`src/rtl/obstacles_pkg.sv`:
```
// rtl/obstacles_pkg.sv - level geometry tables, border limits and rectangle hit test
package obstacles_pkg;

  localparam int TBL_N_OBST     = 8;
  localparam int TBL_N_LVL      = 3;
  localparam int BORDER_TOP_DEF = 40;
  localparam int BORDER_BOT_DEF = 580;
  localparam logic [10:0] V_LAST = 11'd599;

  typedef struct packed {
    logic [10:0] x;
    logic [10:0] y;
    logic [10:0] w;
    logic [10:0] h;
    logic        valid;
  } rect_t;

  localparam rect_t NO_RECT = '{x: 11'd0, y: 11'd0, w: 11'd0, h: 11'd0, valid: 1'b0};

  function automatic rect_t mk_rect(input int x, input int y, input int w, input int h);
    rect_t r;
    r.x = 11'(x);
    r.y = 11'(y);
    r.w = 11'(w);
    r.h = 11'(h);
    r.valid = 1'b1;
    return r;
  endfunction

  localparam rect_t LVL_TBL [TBL_N_LVL][TBL_N_OBST] = '{
    '{mk_rect(200, 250, 150, 20), mk_rect(450, 150, 150, 20),
      mk_rect(200, 530, 70, 60),  mk_rect(280, 490, 60, 100),
      NO_RECT, NO_RECT, NO_RECT, NO_RECT},
    '{mk_rect(100, 200, 300, 20), mk_rect(500, 300, 200, 20),
      mk_rect(300, 450, 40, 130), mk_rect(600, 100, 20, 200),
      NO_RECT, NO_RECT, NO_RECT, NO_RECT},
    '{mk_rect(0, 300, 350, 20),   mk_rect(450, 300, 350, 20),
      mk_rect(380, 150, 40, 100), NO_RECT,
      NO_RECT, NO_RECT, NO_RECT, NO_RECT}
  };

  localparam rect_t PAD_TBL [TBL_N_LVL] = '{
    mk_rect(630, 550, 115, 20),
    mk_rect(50, 560, 100, 20),
    mk_rect(380, 560, 60, 20)
  };

  // Ends are formed in 12 bits so x+w cannot wrap past 2047.
  function automatic logic in_rect(input rect_t r, input logic [10:0] h, input logic [10:0] v);
    logic [11:0] x_end;
    logic [11:0] y_end;
    x_end = {1'b0, r.x} + {1'b0, r.w};
    y_end = {1'b0, r.y} + {1'b0, r.h};
    return r.valid && (h >= r.x) && ({1'b0, h} < x_end) &&
           (v >= r.y) && ({1'b0, v} < y_end);
  endfunction

endpackage

```
`src/rtl/obst_hit_acc.sv`:
```
// rtl/obst_hit_acc.sv - per-frame crash/landing accumulation and sticky flag publish
module obst_hit_acc (
  input  logic clk,
  input  logic rst,
  input  logic active,
  input  logic in_obst,
  input  logic in_pad,
  input  logic in_obj,
  input  logic vblnk,
  input  logic flag_clr,
  output logic crash_flag,
  output logic land_flag,
  output logic frame_done
);

  logic vblnk_d;
  logic crash_acc;
  logic land_acc;
  logic crash_hit;
  logic land_hit;
  logic publish;

  assign crash_hit = active && in_obst && in_obj;
  assign land_hit  = active && in_pad && in_obj && !in_obst;
  assign publish   = vblnk && !vblnk_d;

  // A clear landing on a publish cycle is overridden by the freshly closed frame.
  always_ff @(posedge clk) begin
    if (rst) begin
      vblnk_d    <= 1'b0;
      crash_acc  <= 1'b0;
      land_acc   <= 1'b0;
      crash_flag <= 1'b0;
      land_flag  <= 1'b0;
      frame_done <= 1'b0;
    end else begin
      vblnk_d    <= vblnk;
      frame_done <= publish;
      if (publish) begin
        crash_acc  <= 1'b0;
        land_acc   <= 1'b0;
        crash_flag <= (crash_flag && !flag_clr) || crash_acc || crash_hit;
        land_flag  <= (land_flag && !flag_clr) || land_acc || land_hit;
      end else begin
        crash_acc <= crash_acc || crash_hit;
        land_acc  <= land_acc || land_hit;
        if (flag_clr) begin
          crash_flag <= 1'b0;
          land_flag  <= 1'b0;
        end
      end
    end
  end

endmodule

```
`src/rtl/draw_obstacles_tbl.sv`:
```
// rtl/draw_obstacles_tbl.sv - two-stage table-driven obstacle/pad overlay with hit reporting
module draw_obstacles_tbl
  import obstacles_pkg::*;
#(
  parameter int          N_OBST     = TBL_N_OBST,
  parameter int          N_LVL      = TBL_N_LVL,
  parameter int          LVL_W      = 3,
  parameter logic [11:0] OBST_RGB   = 12'h000,
  parameter logic [11:0] PAD_RGB    = 12'h0F0,
  parameter int          BORDER_TOP = BORDER_TOP_DEF,
  parameter int          BORDER_BOT = BORDER_BOT_DEF
) (
  input  logic             clk,
  input  logic             rst,
  input  logic [LVL_W-1:0] lvl,
  input  logic [10:0]      obj_x,
  input  logic [10:0]      obj_y,
  input  logic [6:0]       obj_w,
  input  logic [6:0]       obj_h,
  input  logic [10:0]      hcount_in,
  input  logic [10:0]      vcount_in,
  input  logic             hsync_in,
  input  logic             hblnk_in,
  input  logic             vsync_in,
  input  logic             vblnk_in,
  input  logic [11:0]      rgb_in,
  output logic [10:0]      hcount_out,
  output logic [10:0]      vcount_out,
  output logic             hsync_out,
  output logic             hblnk_out,
  output logic             vsync_out,
  output logic             vblnk_out,
  output logic [11:0]      rgb_out,
  output logic             crash_flag,
  output logic             land_flag,
  output logic             frame_done,
  input  logic             flag_clr
);

  localparam logic [10:0] B_TOP = 11'(BORDER_TOP);
  localparam logic [10:0] B_BOT = 11'(BORDER_BOT);

  logic [LVL_W-1:0] lvl_q;
  logic             vblnk_d;
  logic             lvl_ok;
  logic             rect_hit;
  logic             pad_hit;
  logic             border_hit;
  rect_t            obj_r;

  logic [10:0] s1_hcount;
  logic [10:0] s1_vcount;
  logic        s1_hsync;
  logic        s1_hblnk;
  logic        s1_vsync;
  logic        s1_vblnk;
  logic [11:0] s1_rgb;
  logic        s1_in_obst;
  logic        s1_in_pad;
  logic        s1_in_obj;
  logic        s1_active;

  // Unmatched level codes leave lvl_ok low, which turns the stage into a pass-through.
  always_comb begin
    lvl_ok   = 1'b0;
    rect_hit = 1'b0;
    pad_hit  = 1'b0;
    for (int l = 0; l < N_LVL; l++) begin
      if (lvl_q == LVL_W'(l + 1)) begin
        lvl_ok  = 1'b1;
        pad_hit = in_rect(PAD_TBL[l], hcount_in, vcount_in);
        for (int i = 0; i < N_OBST; i++)
          rect_hit = rect_hit | in_rect(LVL_TBL[l][i], hcount_in, vcount_in);
      end
    end
  end

  assign border_hit = lvl_ok &&
                      ((vcount_in < B_TOP) || ((vcount_in >= B_BOT) && (vcount_in <= V_LAST)));

  assign obj_r = '{x: obj_x, y: obj_y, w: {4'd0, obj_w}, h: {4'd0, obj_h},
                   valid: (obj_w != 7'd0) && (obj_h != 7'd0)};

  always_ff @(posedge clk) begin
    if (rst) begin
      lvl_q      <= '0;
      vblnk_d    <= 1'b0;
      s1_hcount  <= '0;
      s1_vcount  <= '0;
      s1_hsync   <= 1'b0;
      s1_hblnk   <= 1'b0;
      s1_vsync   <= 1'b0;
      s1_vblnk   <= 1'b0;
      s1_rgb     <= '0;
      s1_in_obst <= 1'b0;
      s1_in_pad  <= 1'b0;
      s1_in_obj  <= 1'b0;
    end else begin
      vblnk_d <= vblnk_in;
      if (vblnk_in && !vblnk_d)
        lvl_q <= lvl;
      s1_hcount  <= hcount_in;
      s1_vcount  <= vcount_in;
      s1_hsync   <= hsync_in;
      s1_hblnk   <= hblnk_in;
      s1_vsync   <= vsync_in;
      s1_vblnk   <= vblnk_in;
      s1_rgb     <= rgb_in;
      s1_in_obst <= border_hit || rect_hit;
      s1_in_pad  <= pad_hit;
      s1_in_obj  <= in_rect(obj_r, hcount_in, vcount_in);
    end
  end

  assign s1_active = !s1_hblnk && !s1_vblnk;

  always_ff @(posedge clk) begin
    if (rst) begin
      hcount_out <= '0;
      vcount_out <= '0;
      hsync_out  <= 1'b0;
      hblnk_out  <= 1'b0;
      vsync_out  <= 1'b0;
      vblnk_out  <= 1'b0;
      rgb_out    <= '0;
    end else begin
      hcount_out <= s1_hcount;
      vcount_out <= s1_vcount;
      hsync_out  <= s1_hsync;
      hblnk_out  <= s1_hblnk;
      vsync_out  <= s1_vsync;
      vblnk_out  <= s1_vblnk;
      if (s1_active && s1_in_obst)
        rgb_out <= OBST_RGB;
      else if (s1_active && s1_in_pad)
        rgb_out <= PAD_RGB;
      else
        rgb_out <= s1_rgb;
    end
  end

  obst_hit_acc u_hit_acc (
    .clk        (clk),
    .rst        (rst),
    .active     (s1_active),
    .in_obst    (s1_in_obst),
    .in_pad     (s1_in_pad),
    .in_obj     (s1_in_obj),
    .vblnk      (s1_vblnk),
    .flag_clr   (flag_clr),
    .crash_flag (crash_flag),
    .land_flag  (land_flag),
    .frame_done (frame_done)
  );

endmodule

```
`config.mk`:
```
export PLATFORM = sky130hd
export DESIGN_NAME = draw_obstacles_tbl
export DESIGN_NICKNAME = d
export VERILOG_FILES = /design/src/rtl/obstacles_pkg.sv /design/src/rtl/obst_hit_acc.sv /design/src/rtl/draw_obstacles_tbl.sv
export SDC_FILE = /design/constraint.sdc
export NUM_CORES = 1
export LEC_CHECK = 0
export ABC_AREA = 1
export BUFFER_PORTS_ARGS = -buffer_cell sky130_fd_sc_hd__buf_2
export CORE_UTILIZATION = 41
export CTS_BUF_LIST = sky130_fd_sc_hd__clkbuf_16
export DETAILED_ROUTE_END_ITERATION = 16
export SLEW_MARGIN = 20
export SYNTH_ARGS = -nofsm -noshare
export SYNTH_HDL_FRONTEND = slang
export SYNTH_SLANG_ARGS = --single-unit
export TNS_END_PERCENT = 30
```
`constraint.sdc`:
```
create_clock -name clk -period 3.3 [get_ports clk]
set_clock_uncertainty 0.05 [all_clocks]
set_input_delay 0 -clock clk [delete_from_list [all_inputs] [get_ports clk]]
set_output_delay 0 -clock clk [all_outputs]
set_load 0.01 [all_outputs]
```
==> flow_metrics.py <==
metrics = {
    "run_status": {
        "outcome": "completed",
    },
    "cts": {
        "cts_tree": "done",
        "clock-root-buffer": "clkbuf_16",
        "path_clk_slew_ns": 0.06,
        "h-tree-depth": 3,
        "post_cts_resized": 0,
        "cts_sinks": 87,
        "clkLatencyLatePin_ns": 0.34,
        "holdBufCountCts": 40,
        "post-cts-setup-buffers": 0,
        "cts_made_buffers": 9,
        "clock_path_buffers": 2,
    },
    "detailed_routing": {
        "dr_wl_met2_um": 6370,
        "drtIter0Drc": 345,
        "viasPerCell": 4.71,
        "dr_wl_met3_um": 729,
        "drt-met1-wl_um": 6440,
        "wire_per_inst_um": 12.3,
        "totalWireLength_um": 13900,
        "firstDrtPassIters": 4,
        "num_vias": 5307,
        "antenna_left": 0,
        "highest_layer": "met4",
        "remaining_drc_errors": 0,
    },
    "timing": {
        "whs_ns": 0.0294,
        "relSlewSlack": 0.575,
        "tightestPinTransition_ns": 0.637,
        "drv_slew": 0,
        "fin_setup_tns_ns": 0,
        "post-route-period-util": 0.619,
        "rsz0062_at_grt": "false",
        "hold_violations": 0,
        "max_freq_mhz": 490,
        "fin_crit_ns": 2.04,
        "setup_violations": 0,
    },
    "global_route": {
        "grt_pass1_vias": 5042,
        "grt_pass1_wl_um": 22700,
        "grt_max_degree": 37,
        "grt_overflow": 0,
        "antenna_found_initial": 0,
        "grtUsageTotal": 0.213,
    },
    "worst_setup_path": {
        "path_max_fanout": 3,
        "cp.required_ns": 3.49,
        "crit_type": "input port to flop",
        "endpoint_kind": "flop",
        "r2r_start": "lvl_q[0]$_SDFFE_PP0P_",
        "regToRegEndpoint": "s1_in_pad$_SDFF_PP0_",
        "cp_data_arrival_time_ns": 2.23,
        "startpoint_type": "input port",
        "rr_worst_depth": 6,
        "crit_start": "obj_x[0]",
        "r2r_setup_slack_ns": 1.76,
    },
    "logic_synthesis": {
        "synth-edff-count": 0,
        "ys.warnings.count": 0,
        "syn-mean-instance-area_um2": 6.83,
        "syn_nets": 927,
        "synth.distinct_cells": 40,
        "synth_ff_type": "dfxtp_1",
        "synth_largest_area_cell": "dfxtp_1",
        "ys_top_cells_by_area": "dfxtp_1 32%, ha_1 13%, inv_1 9.3%",
        "synth_commonest_cells": "134 x inv_1, 131 x nand2_1, 131 x nor2_1",
        "synth.cell_area_um2": 5390,
        "synthArstFlopShare": 0,
        "yosysSeqAreaShare": 0.323,
        "ys_ff_latch": 87,
        "synth_most_common_cell": "inv_1",
        "synth.top_cell.area_share": 0.323,
        "synth_cells": 789,
    },
    "die": {
        "die-area_um2": 13600,
        "chipWidth_um": 117,
        "coreArea_um2": 12700,
        "rows": 41,
        "io_pins": 121,
        "die_y_um": 117,
        "start_util": 0.423,
    },
    "flow_run": {
        "drv_cap": 0,
    },
    "placed_design": {
        "gp_congestion": 0.934,
        "dp_hpwl_um": 10800,
        "dp.cells": 1071,
        "numPortBuffers": 120,
    },
    "finish": {
        "stdcell_count": 1127,
        "fill_cells": 1315,
        "diodes": 0,
        "nNetsFinal": 1088,
        "area_growth_pct": 27.4,
        "drive_gt1_frac": 0.174,
    },
    "power": {
        "ir_drop_uv": 227,
        "p_leak_nw": 3.57,
        "power_density_nw_per_um2": 402,
    },
    "hold_path": {
        "min_from": "vcount_in[10]",
        "holdCritPathClass": "input port to flop",
        "min_to": "s1_vcount[10]$_SDFF_PP0_",
        "min_path_cells": 3,
    },
}
area by class of cell:
| class | instances | area (um2) | share of cell area |
|---|---|---|---|
| clock buffers | 9 | 225 | 0.0328 |
| multi-input cells | 545 | 3040 | 0.443 |
| inverters | 146 | 548 | 0.0798 |
| clock inverters | 7 | 86.3 | 0.0126 |
| well taps | 172 | 215 | 0.0313 |
| flip-flops and latches | 87 | 1740 | 0.254 |
| repair buffers | 161 | 1010 | 0.147 |
metal layers:
| layer | GRT usage | vias to the layer above |
|---|---|---|
| met1 | 0.267 | 2277 |
| li1 | - | 2838 |
| met4 | 0.0861 | 0 |
| met3 | 0.0348 | 29 |
| met2 | 0.364 | 163 |
| met5 | 0 | - |
worst max-delay path by stage:
| stage | endpoint | cells past startpoint |
|---|---|---|
| 6_report | s1_in_obj$_SDFF_PP0_ | 16 |
| 4_1_cts | s1_in_obj$_SDFF_PP0_ | 16 |
| 3_3_place_gp | s1_in_obj$_SDFF_PP0_ | 16 |
| 2_1_floorplan | s1_in_obj$_SDFF_PP0_ | 15 |
| 5_1_grt | s1_in_obj$_SDFF_PP0_ | 16 |
| 3_5_place_dp | s1_in_obj$_SDFF_PP0_ | 16 |
power breakdown:
| group | internal, mW | switching, mW | total (mW) | leakage (nW) |
|---|---|---|---|---|
| registers | 1.10 | 0.0134 | 1.11 | 0.718 |
| logic | 0.252 | 0.364 | 0.617 | 2.70 |
| clock network | 0.603 | 0.430 | 1.03 | 0.150 |
metrics by stage:
stage	area (um2)	total power, mW	setup WS [ns]	utilization
floorplan	5390	1.52	1.26	-
global placement	6150	1.71	0.955	0.484
detailed placement	6150	1.71	0.915	0.484
CTS	6870	2.79	1.27	0.540
global route	6870	2.94	1.01	0.540
finish	6870	2.76	1.26	0.540
logic make-up after synthesis:
kind of cell               count (synthesis)  share of synthesized area
adders and majority gates                 58                      0.137
and+or+nand+nor                          372                      0.298
AOI/OAI and AO/OA                         99                      0.103
buffers and inverters                    157                      0.112
DFF                                       87                      0.323
xor gates and xnor gates                  16                     0.0260
state kept, by name (all words and copies together), names as in the netlist, 3 cells and up:
name / cells
s1_hcount: 11
s1_rgb: 12
s1_vcount: 11
rgb_out: 12
hcount_out: 11
vcount_out: 11
lvl_q: 3
placed cells by master (no fill, tap or decap), types with 3 or more instances in the layout:
cell	netlist	layout
inv_1	134	134
nand2_1	131	131
nor2_1	131	131
buf_2	1	120
dfxtp_1	87	87
ha_1	56	56
nand3_1	49	49
a21oi_1	48	48
dlygate4sd3_1	0	40
nor3_1	23	23
o21ai_0	22	22
nand4_1	15	15
xor2_1	14	14
inv_2	11	11
clkbuf_16	0	9
nor2_2	6	6
o21ai_1	6	6
a31oi_1	4	4
o211ai_1	4	4
nor2_4	3	3
nor4_1	3	3
o21a_1	3	3
a211oi_1	3	3
nand3b_1	3	3
nand2_2	3	3
critical path, stage by stage:
cell      delay, ns
buf_2          0.11
ha_1           0.22
fa_1           0.42
a21oi_1        0.25
inv_1          0.08
a21oi_1        0.17
nor2_1         0.08
nand2_1        0.08
nand2_1        0.06
ha_1           0.27
nand2_1        0.04
inv_1          0.04
nand4_1        0.11
nand3b_1       0.17
nand3_1        0.09
nor2_1         0.04
Power figures use the tool's default switching activity.
